File: config.mk
export PLATFORM = sky130hd
export DESIGN_NAME = bundle_fetch_unit
export DESIGN_NICKNAME = d
export VERILOG_FILES = /design/src/rtl/bundle_fetch_unit_pkg.sv /design/src/rtl/bundle_fetch_unit_next_pc_calc.sv /design/src/rtl/bundle_fetch_unit.sv
export SDC_FILE = /design/constraint.sdc
export NUM_CORES = 1
export LEC_CHECK = 0
export BUFFER_PORTS_ARGS = -buffer_cell sky130_fd_sc_hd__buf_2
export CAP_MARGIN = 25
export CORE_MARGIN = 2
export CORE_UTILIZATION = 45
export DETAILED_ROUTE_END_ITERATION = 8
export PLACE_DENSITY = 0.68
export SLEW_MARGIN = 5
export SYNTH_ARGS = -nofsm -noshare
export SYNTH_HDL_FRONTEND = slang
export SYNTH_SLANG_ARGS = --single-unit
File: constraint.sdc
create_clock -name clk -period 4.3 [get_ports clk]
set_clock_uncertainty 0.1 [all_clocks]
set_input_delay 0.43 -clock clk [delete_from_list [all_inputs] [get_ports clk]]
set_output_delay 0.43 -clock clk [all_outputs]
set_load 0.005 [all_outputs]
File: src/rtl/bundle_fetch_unit_pkg.sv
// Shared types and constants for the dual-slot bundle fetch front end.
package bundle_fetch_unit_pkg;

  localparam int unsigned XLEN   = 32;
  localparam int unsigned TGT_W  = 11;
  localparam int unsigned OP_W   = 5;
  localparam int unsigned PSEL_W = 2;

  // Field positions inside a 32-bit two-slot bundle
  localparam int unsigned SLOT1_LSB = 0;
  localparam int unsigned SLOT1_MSB = 4;
  localparam int unsigned SLOT2_LSB = 16;
  localparam int unsigned SLOT2_MSB = 20;
  localparam int unsigned TGT_LSB   = 21;
  localparam int unsigned TGT_MSB   = 31;

  // Decoder next-PC select encodings (2'b11 behaves as sequential)
  localparam logic [PSEL_W-1:0] PCSRC_SEQ = 2'b00;
  localparam logic [PSEL_W-1:0] PCSRC_BR  = 2'b01;
  localparam logic [PSEL_W-1:0] PCSRC_JMP = 2'b10;

  localparam logic [XLEN-1:0] NOP_BUNDLE = 32'h0;

  // Bundle layout: target[31:21], slot2 opcode[20:16], slot bodies[15:5], slot1 opcode[4:0]
  typedef struct packed {
    logic [TGT_W-1:0] target;
    logic [OP_W-1:0]  slot2_op;
    logic [10:0]      body;
    logic [OP_W-1:0]  slot1_op;
  } bundle_t;

  typedef enum logic {
    ST_FETCH = 1'b0,
    ST_ISSUE = 1'b1
  } state_t;

endpackage

File: src/rtl/bundle_fetch_unit_next_pc_calc.sv
// Combinational next-PC generator for a retiring bundle (sequential, branch, jump).
module bundle_fetch_unit_next_pc_calc
  import bundle_fetch_unit_pkg::*;
(
  input  logic [XLEN-1:0]   ir_pc,
  input  logic [TGT_W-1:0]  target,
  input  logic [PSEL_W-1:0] pc_src,
  output logic [XLEN-1:0]   next_pc_c
);

  localparam int unsigned SEXT_W = XLEN - TGT_W - 2;
  localparam int unsigned REGION_LSB = TGT_W + 2;

  logic [XLEN-1:0] seq_pc;
  logic [XLEN-1:0] br_off;

  // Select the next fetch address; all arithmetic wraps modulo 2^32
  always_comb begin
    seq_pc    = ir_pc + XLEN'(4);
    br_off    = {{SEXT_W{target[TGT_W-1]}}, target, 2'b00};
    next_pc_c = seq_pc;
    case (pc_src)
      PCSRC_BR:  next_pc_c = seq_pc + br_off;
      PCSRC_JMP: next_pc_c = {ir_pc[XLEN-1:REGION_LSB], target, 2'b00};
      default:   next_pc_c = seq_pc;
    endcase
  end

endmodule

File: src/rtl/bundle_fetch_unit.sv
// Fetch/issue front end: holds the PC, fetches one bundle at a time and issues it on IR.
module bundle_fetch_unit
  import bundle_fetch_unit_pkg::*;
#(
  parameter logic [31:0] RESET_PC = 32'h0000_0000,
  parameter int unsigned CNT_W    = 16
) (
  input  logic             clk,
  input  logic             reset,
  output logic             imem_req,
  output logic [31:0]      imem_addr,
  input  logic             imem_ack,
  input  logic [31:0]      imem_rdata,
  input  logic             stall,
  input  logic [1:0]       PcSrc,
  output logic [31:0]      IR,
  output logic             ir_valid,
  output logic [31:0]      ir_pc,
  output logic [CNT_W-1:0] bundle_cnt
);

  state_t           state;
  state_t           state_d;
  logic [XLEN-1:0]  pc;
  logic [XLEN-1:0]  pc_d;
  bundle_t          ir_q;
  bundle_t          ir_d;
  logic             req_q;
  logic             req_d;
  logic             valid_q;
  logic             valid_d;
  logic [XLEN-1:0]  ir_pc_q;
  logic [XLEN-1:0]  ir_pc_d;
  logic [CNT_W-1:0] cnt_q;
  logic [CNT_W-1:0] cnt_d;
  logic [XLEN-1:0]  next_pc_c;
  logic             fetch_done_c;
  logic             retire_c;

  assign imem_req   = req_q;
  assign imem_addr  = pc;
  assign IR         = ir_q;
  assign ir_valid   = valid_q;
  assign ir_pc      = ir_pc_q;
  assign bundle_cnt = cnt_q;

  // Ack only counts while a request is actually outstanding
  assign fetch_done_c = (state == ST_FETCH) && req_q && imem_ack;
  assign retire_c     = (state == ST_ISSUE) && !stall;

  bundle_fetch_unit_next_pc_calc u_next_pc_calc (
    .ir_pc     (ir_pc_q),
    .target    (ir_q.target),
    .pc_src    (PcSrc),
    .next_pc_c (next_pc_c)
  );

  // State register
  always_ff @(posedge clk or posedge reset) begin
    if (reset) begin
      state <= ST_FETCH;
    end else begin
      state <= state_d;
    end
  end

  // Next-state logic: fetch until acked, issue until a non-stalled cycle
  always_comb begin
    state_d = state;
    case (state)
      ST_FETCH: if (fetch_done_c) state_d = ST_ISSUE;
      ST_ISSUE: if (retire_c)     state_d = ST_FETCH;
      default:  state_d = ST_FETCH;
    endcase
  end

  // Output/datapath next values; everything holds unless the FSM says otherwise
  always_comb begin
    req_d   = req_q;
    ir_d    = ir_q;
    valid_d = valid_q;
    ir_pc_d = ir_pc_q;
    pc_d    = pc;
    cnt_d   = cnt_q;
    case (state)
      ST_FETCH: begin
        req_d = 1'b1;
        if (fetch_done_c) begin
          req_d   = 1'b0;
          ir_d    = bundle_t'(imem_rdata);
          valid_d = 1'b1;
          ir_pc_d = pc;
        end
      end
      ST_ISSUE: begin
        if (retire_c) begin
          req_d   = 1'b1;
          ir_d    = bundle_t'(NOP_BUNDLE);
          valid_d = 1'b0;
          pc_d    = next_pc_c;
          cnt_d   = cnt_q + CNT_W'(1);
        end
      end
      default: begin
        req_d   = 1'b0;
        ir_d    = bundle_t'(NOP_BUNDLE);
        valid_d = 1'b0;
      end
    endcase
  end

  // Registered outputs and PC
  always_ff @(posedge clk or posedge reset) begin
    if (reset) begin
      req_q   <= 1'b0;
      ir_q    <= bundle_t'(NOP_BUNDLE);
      valid_q <= 1'b0;
      ir_pc_q <= '0;
      pc      <= RESET_PC;
      cnt_q   <= '0;
    end else begin
      req_q   <= req_d;
      ir_q    <= ir_d;
      valid_q <= valid_d;
      ir_pc_q <= ir_pc_d;
      pc      <= pc_d;
      cnt_q   <= cnt_d;
    end
  end

endmodule

==> metrics.md, run 1 <==
| Metric | Value |
|---|---|
| Critical path cell sequence | nand4_1, nor3_1, buf_4, and3_1, and3_1, xor2_1, ha_1, a21oi_1, o21bai_1, a21oi_1, nor2_1, a2111oi_1, o21a_1, a21oi_2, xnor2_1, o41ai_2 |
| Core Footprint | 15,300 µm² |
| Critical path's slowest cell | dfrtp_1 |
| Slew at the pin closest to its max-slew limit | approximately 0.83 ns |
| Largest net degree at the start of global routing | 46 |
| H-tree depth | 4 |
| Die extent in x | roughly 130 µm |
| Gpl congestion | about 0.93 |
| Initial antenna violation count | 0 |
| Seq/Total Area, Yosys | about two fifths |
| Setup-failing EPs final | 0 |
| Final Hold Vio Count | 0 |
| Number of diodes | 0 |
| Vias in the first global route | around 6,300 |
| DPL Wire Length | around 14 mm |
| Post-layout min period | 3.91 ns |
| Num rows | 45 |
| Skew-Pair Late Insertion Delay | roughly 0.42 ns |
| Clock tree from TritonCTS | built |
| Synth Flop Type | dfrtp_1 |
| Synth async-reset ratio | 100% |
| Final period util | 90.9% |
| Nets | between 1,000 and 1,500 |
| IO Port Bufs | around 150 |
| Longest Clk Path Bufs | 2 |
| Max incr delay on CP | 0.45 ns |
| # clock sinks | about 120 |
| Post-Synthesis Cells | 845 |
| Top delay family on crit path | compound AO/OA/AOI/OAI gates |
| Commonest non-fill, non-tap cell in the layout | nand2_1 |
| Total CTS buffers | 17 |
| Gr ovfl total | 0 |
| Power Density | roughly 750 nW/µm² |
| Leak Pwr | between 0.004 and 0.005 µW |
| First-pass GRT wire length | around 33 mm |
| Critical path peak fanout | 9 |
| Synth-to-Final Area Change | 23.1% |
| Global routing usage on met1 | about a third |
| Post-synth EDFFs | 0 |
| Min-delay worst type | input port to flop |
| Most frequent cells in the layout | nand2_1, buf_2, dfrtp_1 |
| Max Slew Vio Count | 0 |
| GR Util met3 | between 5 and 6% |
| Design Power | 6460 µW |
| Maximum clock rate | roughly 260 MHz |
| Fin Setup TNS | 0 ns |
| Layout cells sized above 1 | approximately a fifth |
| Crit Path Category | flop to flop |
| Worst EP arrival | just over 4 ns |
| Routed len/inst | between 15 and 20 µm |
| Routed wire length | slightly above 20 mm |
| Clock-pin slew on the worst setup and hold paths | around 0.060 ns |
| Drt first pass iters | 5 |
| Max Cap Viol | 0 |
| DIE HEIGHT | 129 µm |
| Synth warn | 0 |
| Outcome | finished, final reports clean |
| Worst EP required | 4.52 ns |
| Netlist cell types | 57 |
| Met2 Track Usage GR | between 40% and 50% |
| I/O pins | around 150 |
| DRT antenna net count | 0 |
| Initial Utilization | between 40% and 50% |
| Final Util | between 50% and 60% |
| Detailed-route DRC error count | 0 |
| Die area | 16,600 µm² |
| Mapped Avg Cell Area | approximately 8.3 µm² |
| CP startpoint kind | flop |
| Max-slew headroom at the worst pin | between 40 and 50% |
| Vias post-DR | 6,718 |
| Post-Syn Area | 7030 µm² |
| Vias per cell | approximately 5.5 |
| Total GRT Usage | ~25% |
| Buf/Inv on CP | 1 |
| RSZ-0062 raised after global routing | no |
| Most Crowded Layer GR | met2 |
| Syn nets | just over 900 |
| Worst Setup End Kind | flop |
| Peak supply drop | approximately 0.00035 V |
| Seq cells post-synth | 115 |
| CTS root buffer | clkbuf_16 |
| DRT iter0 DRCs | 484 |
| Fillers | around 1,500 |
layer usage:
layer  vias up  routed length (µm)
met5         -                   0
met4         0                 319
met3        23                1110
met2       182                9630
met1      3268                9200
li1       3245                   -
path summary, 6_finish.rpt:
check / cells past startpoint / endpoint / slack [ns] / from
setup / recovery: 16 / imem_addr[30] / 0.39 / ir_pc[5]
max in group asynchronous: 4 / ir_pc[16] / 2.75 / reset
min in group asynchronous: 3 / bundle_cnt[1] / 0.46 / reset
hold reg to reg: 1 / bundle_cnt[15] / 0.38 / bundle_cnt[15]
setup reg to reg: 16 / imem_addr[30] / 0.39 / ir_pc[5]
hold / removal: 3 / IR[17] / 0.09 / imem_rdata[17]
repair_timing:
action | CTS | global route
hold buffers | 1 | 0
hold endpoints to repair | 28 | 0
setup endpoints to repair | 0 | 1
resized for setup | 0 | 1
setup buffers | 0 | 0
synthesized netlist by cell type (all sizes together) (2+ instances only):
library cell | number | area (µm²)
o21a | 8 | 60.1
nor3 | 9 | 45.0
and3 | 12 | 75.1
a21o | 11 | 82.6
buf | 6 | 22.5
o31ai | 6 | 45.0
xnor2 | 41 | 359
and4 | 4 | 35.0
nand2b | 6 | 37.5
o22ai | 8 | 50.1
clkbuf | 39 | 146
a221o | 4 | 40.0
ha | 37 | 463
a221oi | 11 | 96.3
a211oi | 5 | 37.5
dfrtp | 115 | 2880
xor2 | 24 | 210
nand4 | 14 | 87.6
nor2 | 51 | 191
nor4 | 2 | 12.5
or2 | 4 | 25.0
a31oi | 6 | 37.5
o211ai | 5 | 37.5
nor2b | 6 | 37.5
nand2 | 221 | 830
nand3 | 51 | 255
a2111oi | 2 | 17.5
inv | 14 | 52.6
o21ai | 44 | 220
a21oi | 42 | 214
a21boi | 3 | 22.5
and2 | 3 | 18.8
a311oi | 3 | 26.3
o2111ai | 2 | 17.5
o311ai | 2 | 17.5
o221ai | 3 | 26.3
a22o | 3 | 26.3
cell type report:
type	count	area [µm²]	share of cell area [%]
sequential	115	2880	33.3
multi-input combinational	670	3940	45.6
inverter	15	58.8	0.680
clock buffer	19	453	5.24
timing repair buffer	168	886	10.2
tap	211	264	3.05
clock inverter	13	170	1.97
flip-flops by register name, indices dropped and copies added (netlist names):
signal,flops
imem_addr,32
bundle_cnt,16
imem_req,1
IR,32
state,1
ir_valid,1
ir_pc,32
worst reg2reg max path: cells and delay by family (launching register included):
kind	cells	cell delay [ns]
fa+ha+maj	1	0.37
simple gates	5	0.96
buf+inv	1	0.20
xor+xnor	2	0.35
compound gates	7	1.39
flops	1	0.45
power breakdown:
group          switching [µW]  total, µW  internal [µW]
registers                 483       1990           1510
clock network             551       1500            951
logic                    1690       2960           1270
kinds of logic after synthesis:
group | after synthesis | synth area share, %
AO/OA/AOI/OAI | 180 | 17.0
adder cells (fa/ha/maj) | 38 | 6.87
AND/OR/NAND/NOR | 387 | 23.9
flip-flops | 115 | 40.9
buffers and inverters | 60 | 3.20
XOR/XNOR | 65 | 8.10
per-stage QoR:
stage	cells	instance area, µm²	hold slack (ns)	setup slack (ns)
global placement	1178	8020	0.347	0.493
finish	1211	8650	0.0948	0.392
global route	1211	8650	0.0971	0.0423
floorplan	845	7030	0.368	0.631
detailed placement	1178	8020	0.351	0.419
CTS	1211	8650	0.0817	0.391
Note: power is estimated with default switching activity, not from simulation.
==> run 2, diff against run 1 <==
clock period = 4.9 ns   (was 4.3 ns; I/O delays follow)
==> run 2 against run 1 <==
Compared with the run above:
- routed wire length hardly changed
- final area down 0.35%
- worst setup slack gained 0.50 ns
- critical path type unchanged
- largest power group unchanged
==> metrics.md, run 2 (synthesized netlist as in run 1, its figures left out) <==
| Metric | Value |
|---|---|
| I/O pins | 152 (unchanged) |
| Min-delay worst type | input port to flop (unchanged) |
| Nets | 1,059 (was 1,063) |
| Seq. cell area | 2880 µm² (unchanged) |
| Number of diodes | 0 (unchanged) |
| Hold path cells | 3 (unchanged) |
| Worst Hold End | IR[13] (was IR[17]) |
| Multi-input gate area | 3940 µm² (about the same) |
| Skew-Pair Late Insertion Delay | 0.42 ns (about the same) |
| Post-Layout Cell Count | 1,207 (was 1,211) |
| Combinational share of power | 45.7% (was 45.9%) |
| Internal power | 3300 µW (was 3730 µW) |
| Post-CTS Setup Inserts | 0 (unchanged) |
| IO Port Bufs | 151 (unchanged) |
| CTS root buffer | clkbuf_16 (unchanged) |
| Reg power frac | 31.0% (was 30.8%) |
| FF-to-FF path depth | 15 (was 16) |
| DIE HEIGHT | 129 µm (unchanged) |
| DRT antenna net count | 0 (unchanged) |
| Peak supply drop | 0.000300 V (was 0.000346 V) |
| First-pass GRT wire length | 33.0 mm (was 32.9 mm) |
| DPL Wire Length | 13.8 mm (was 14.1 mm) |
| Leak Pwr | 0.00437 µW (was 0.00439 µW) |
| Layout cells sized above 1 | 20.7% (was 21.1%) |
| Total GRT Usage | 25.1% (was 25.3%) |
| # placed instances | 1,175 (was 1,178) |
| Fillers | 1,441 (was 1,462) |
| Initial antenna violation count | 0 (unchanged) |
| Num rows | 45 (unchanged) |
| Max Cap Viol | 0 (unchanged) |
| Vias per cell | 5.47 (was 5.55) |
| Gr ovfl total | 0 (unchanged) |
| Gpl congestion | 0.979 (was 0.930) |
| Worst EP required | 5.09 ns (was 4.52 ns) |
| Synth-to-Final Area Change | 22.6% (was 23.1%) |
| Drt first pass iters | 4 (was 5) |
| CP startpoint kind | flop (unchanged) |
| Power Density | 658 nW/µm² (was 747 nW/µm²) |
| Vias in the first global route | 6,341 (was 6,285) |
| Fin Setup TNS | 0 ns (unchanged) |
| Die extent in x | 129 µm (unchanged) |
| Detailed-route DRC error count | 0 (unchanged) |
| Reg2Reg Setup Slack | 0.89 ns (was 0.39 ns) |
| Worst Setup End Kind | flop (unchanged) |
| # clock sinks | 115 (unchanged) |
| Core Footprint | 15,300 µm² (unchanged) |
| Switch Pwr | 2370 µW (was 2730 µW) |
| Maximum clock rate | 249 MHz (was 256 MHz) |
| Post-layout min period | 4.01 ns (was 3.91 ns) |
| Final Hold Vio Count | 0 (unchanged) |
| Clock share of power | 23.3% (about the same) |
| Max-slew headroom at the worst pin | 41.3% (was 44.7%) |
| Min-delay src | imem_rdata[13] (was imem_rdata[17]) |
| Setup-failing EPs final | 0 (unchanged) |
| Final period util | 81.8% (was 90.9%) |
| Routed wire length | 20.3 mm (about the same) |
| Slew at the pin closest to its max-slew limit | 0.880 ns (was 0.829 ns) |
| DRT iter0 DRCs | 414 (was 484) |
| Largest net degree at the start of global routing | 73 (was 46) |
| Sw Share | 41.8% (was 42.2%) |
| Initial Utilization | 46.1% (unchanged) |
| Clock tree from TritonCTS | built (unchanged) |
| Most frequent cells in the layout | nand2_1, buf_2, dfrtp_1 (unchanged) |
| Die area | 16,600 µm² (unchanged) |
| Worst EP arrival | 4.20 ns (was 4.13 ns) |
| Longest Clk Path Bufs | 2 (unchanged) |
| Critical path peak fanout | 6 (was 9) |
| Vias post-DR | 6,608 (was 6,718) |
| Clock-pin slew on the worst setup and hold paths | 0.06 ns (about the same) |
| Routed len/inst | 16.8 µm (was 16.7 µm) |
| Total CTS buffers | 17 (unchanged) |
| CTS resizes | 0 (unchanged) |
| Crit Path Category | flop to flop (unchanged) |
| Max Slew Vio Count | 0 (unchanged) |
| R2R Path Start | ir_pc[2] (was ir_pc[5]) |
| RSZ-0062 raised after global routing | no (unchanged) |
| Reg2reg end | imem_addr[27] (was imem_addr[30]) |
| Cts hold-fix bufs | 0 (was 1) |
| Outcome | finished, final reports clean (unchanged) |
| Commonest non-fill, non-tap cell in the layout | nand2_1 (unchanged) |
| H-tree depth | 4 (unchanged) |
## run 2: cell types whose count changed in the layout (fill, tap and decap cells not counted), sizes merged
cell         before  now
buf             167  164
bufinv            3    4
clkbuf           19   20
clkinv            3    6
clkinvlp          3    2
dlygate4sd3       1    0
inv              19   15
## run 2: metal layers
layer  track usage [%]  vias up  routed length [µm]  share of wire [%]
li1                  -     3228                   -                  -
met1              34.0     3151                9300                 46
met2              39.6      196                9380                 46
met3              5.49       33                1120                5.6
met4              9.65        0                 444                2.2
met5                 0        -                   0                  0
## run 2: area by class of cell
class | instances | share of cell area [%]
clock buffer | 20 | 5.18
clock inverter | 12 | 2.09
inverter | 15 | 0.682
multi-input combinational | 670 | 45.7
sequential | 115 | 33.4
tap | 211 | 3.06
timing repair buffer | 164 | 9.90
## run 2: power groups by stage
stage / sequential [µW] / combinational [µW] / clock, µW
CTS: 1750 / 2590 / 1340
global route: 1820 / 2910 / 1380
detailed placement: 1760 / 2570 / 0
global placement: 1750 / 2560 / 0
floorplan: 1710 / 1700 / 0
finish: 1760 / 2590 / 1320
## run 2: metrics by stage
step	utilization, %	hold WS [ns]	instance area (µm²)	setup slack [ns]	power (µW)
finish	56.5	0.158	8620	0.890	5670
global route	56.5	0.150	8620	0.503	6110
CTS	56.5	0.149	8620	0.878	5680
detailed placement	52.4	0.361	7990	0.915	4330
global placement	52.4	0.356	7990	1.03	4310
floorplan	-	0.368	7030	1.23	3410
## run 2: worst max-delay path by stage
stage / from / end / slack [ns]
CTS: ir_pc[2] / imem_addr[27] / 0.88
finish: ir_pc[2] / imem_addr[27] / 0.89
detailed placement: ir_pc[2] / imem_addr[27] / 0.91
floorplan: ir_pc[4] / imem_addr[30] / 1.23
global placement: ir_pc[2] / imem_addr[27] / 1.03
global route: ir_pc[2] / imem_addr[27] / 0.50
## run 2: critical path: stages, from the launching register on
cell      delay, ns
dfrtp_1        0.42
ha_1           0.24
inv_1          0.07
nor3_1         0.22
buf_4          0.20
nand2_1        0.17
xnor2_1        0.27
ha_1           0.31
a21oi_1        0.27
o221ai_1       0.19
a221o_1        0.39
a31oi_1        0.38
o21ai_1        0.15
xor2_1         0.16
a221oi_1       0.25
nor2_1         0.09
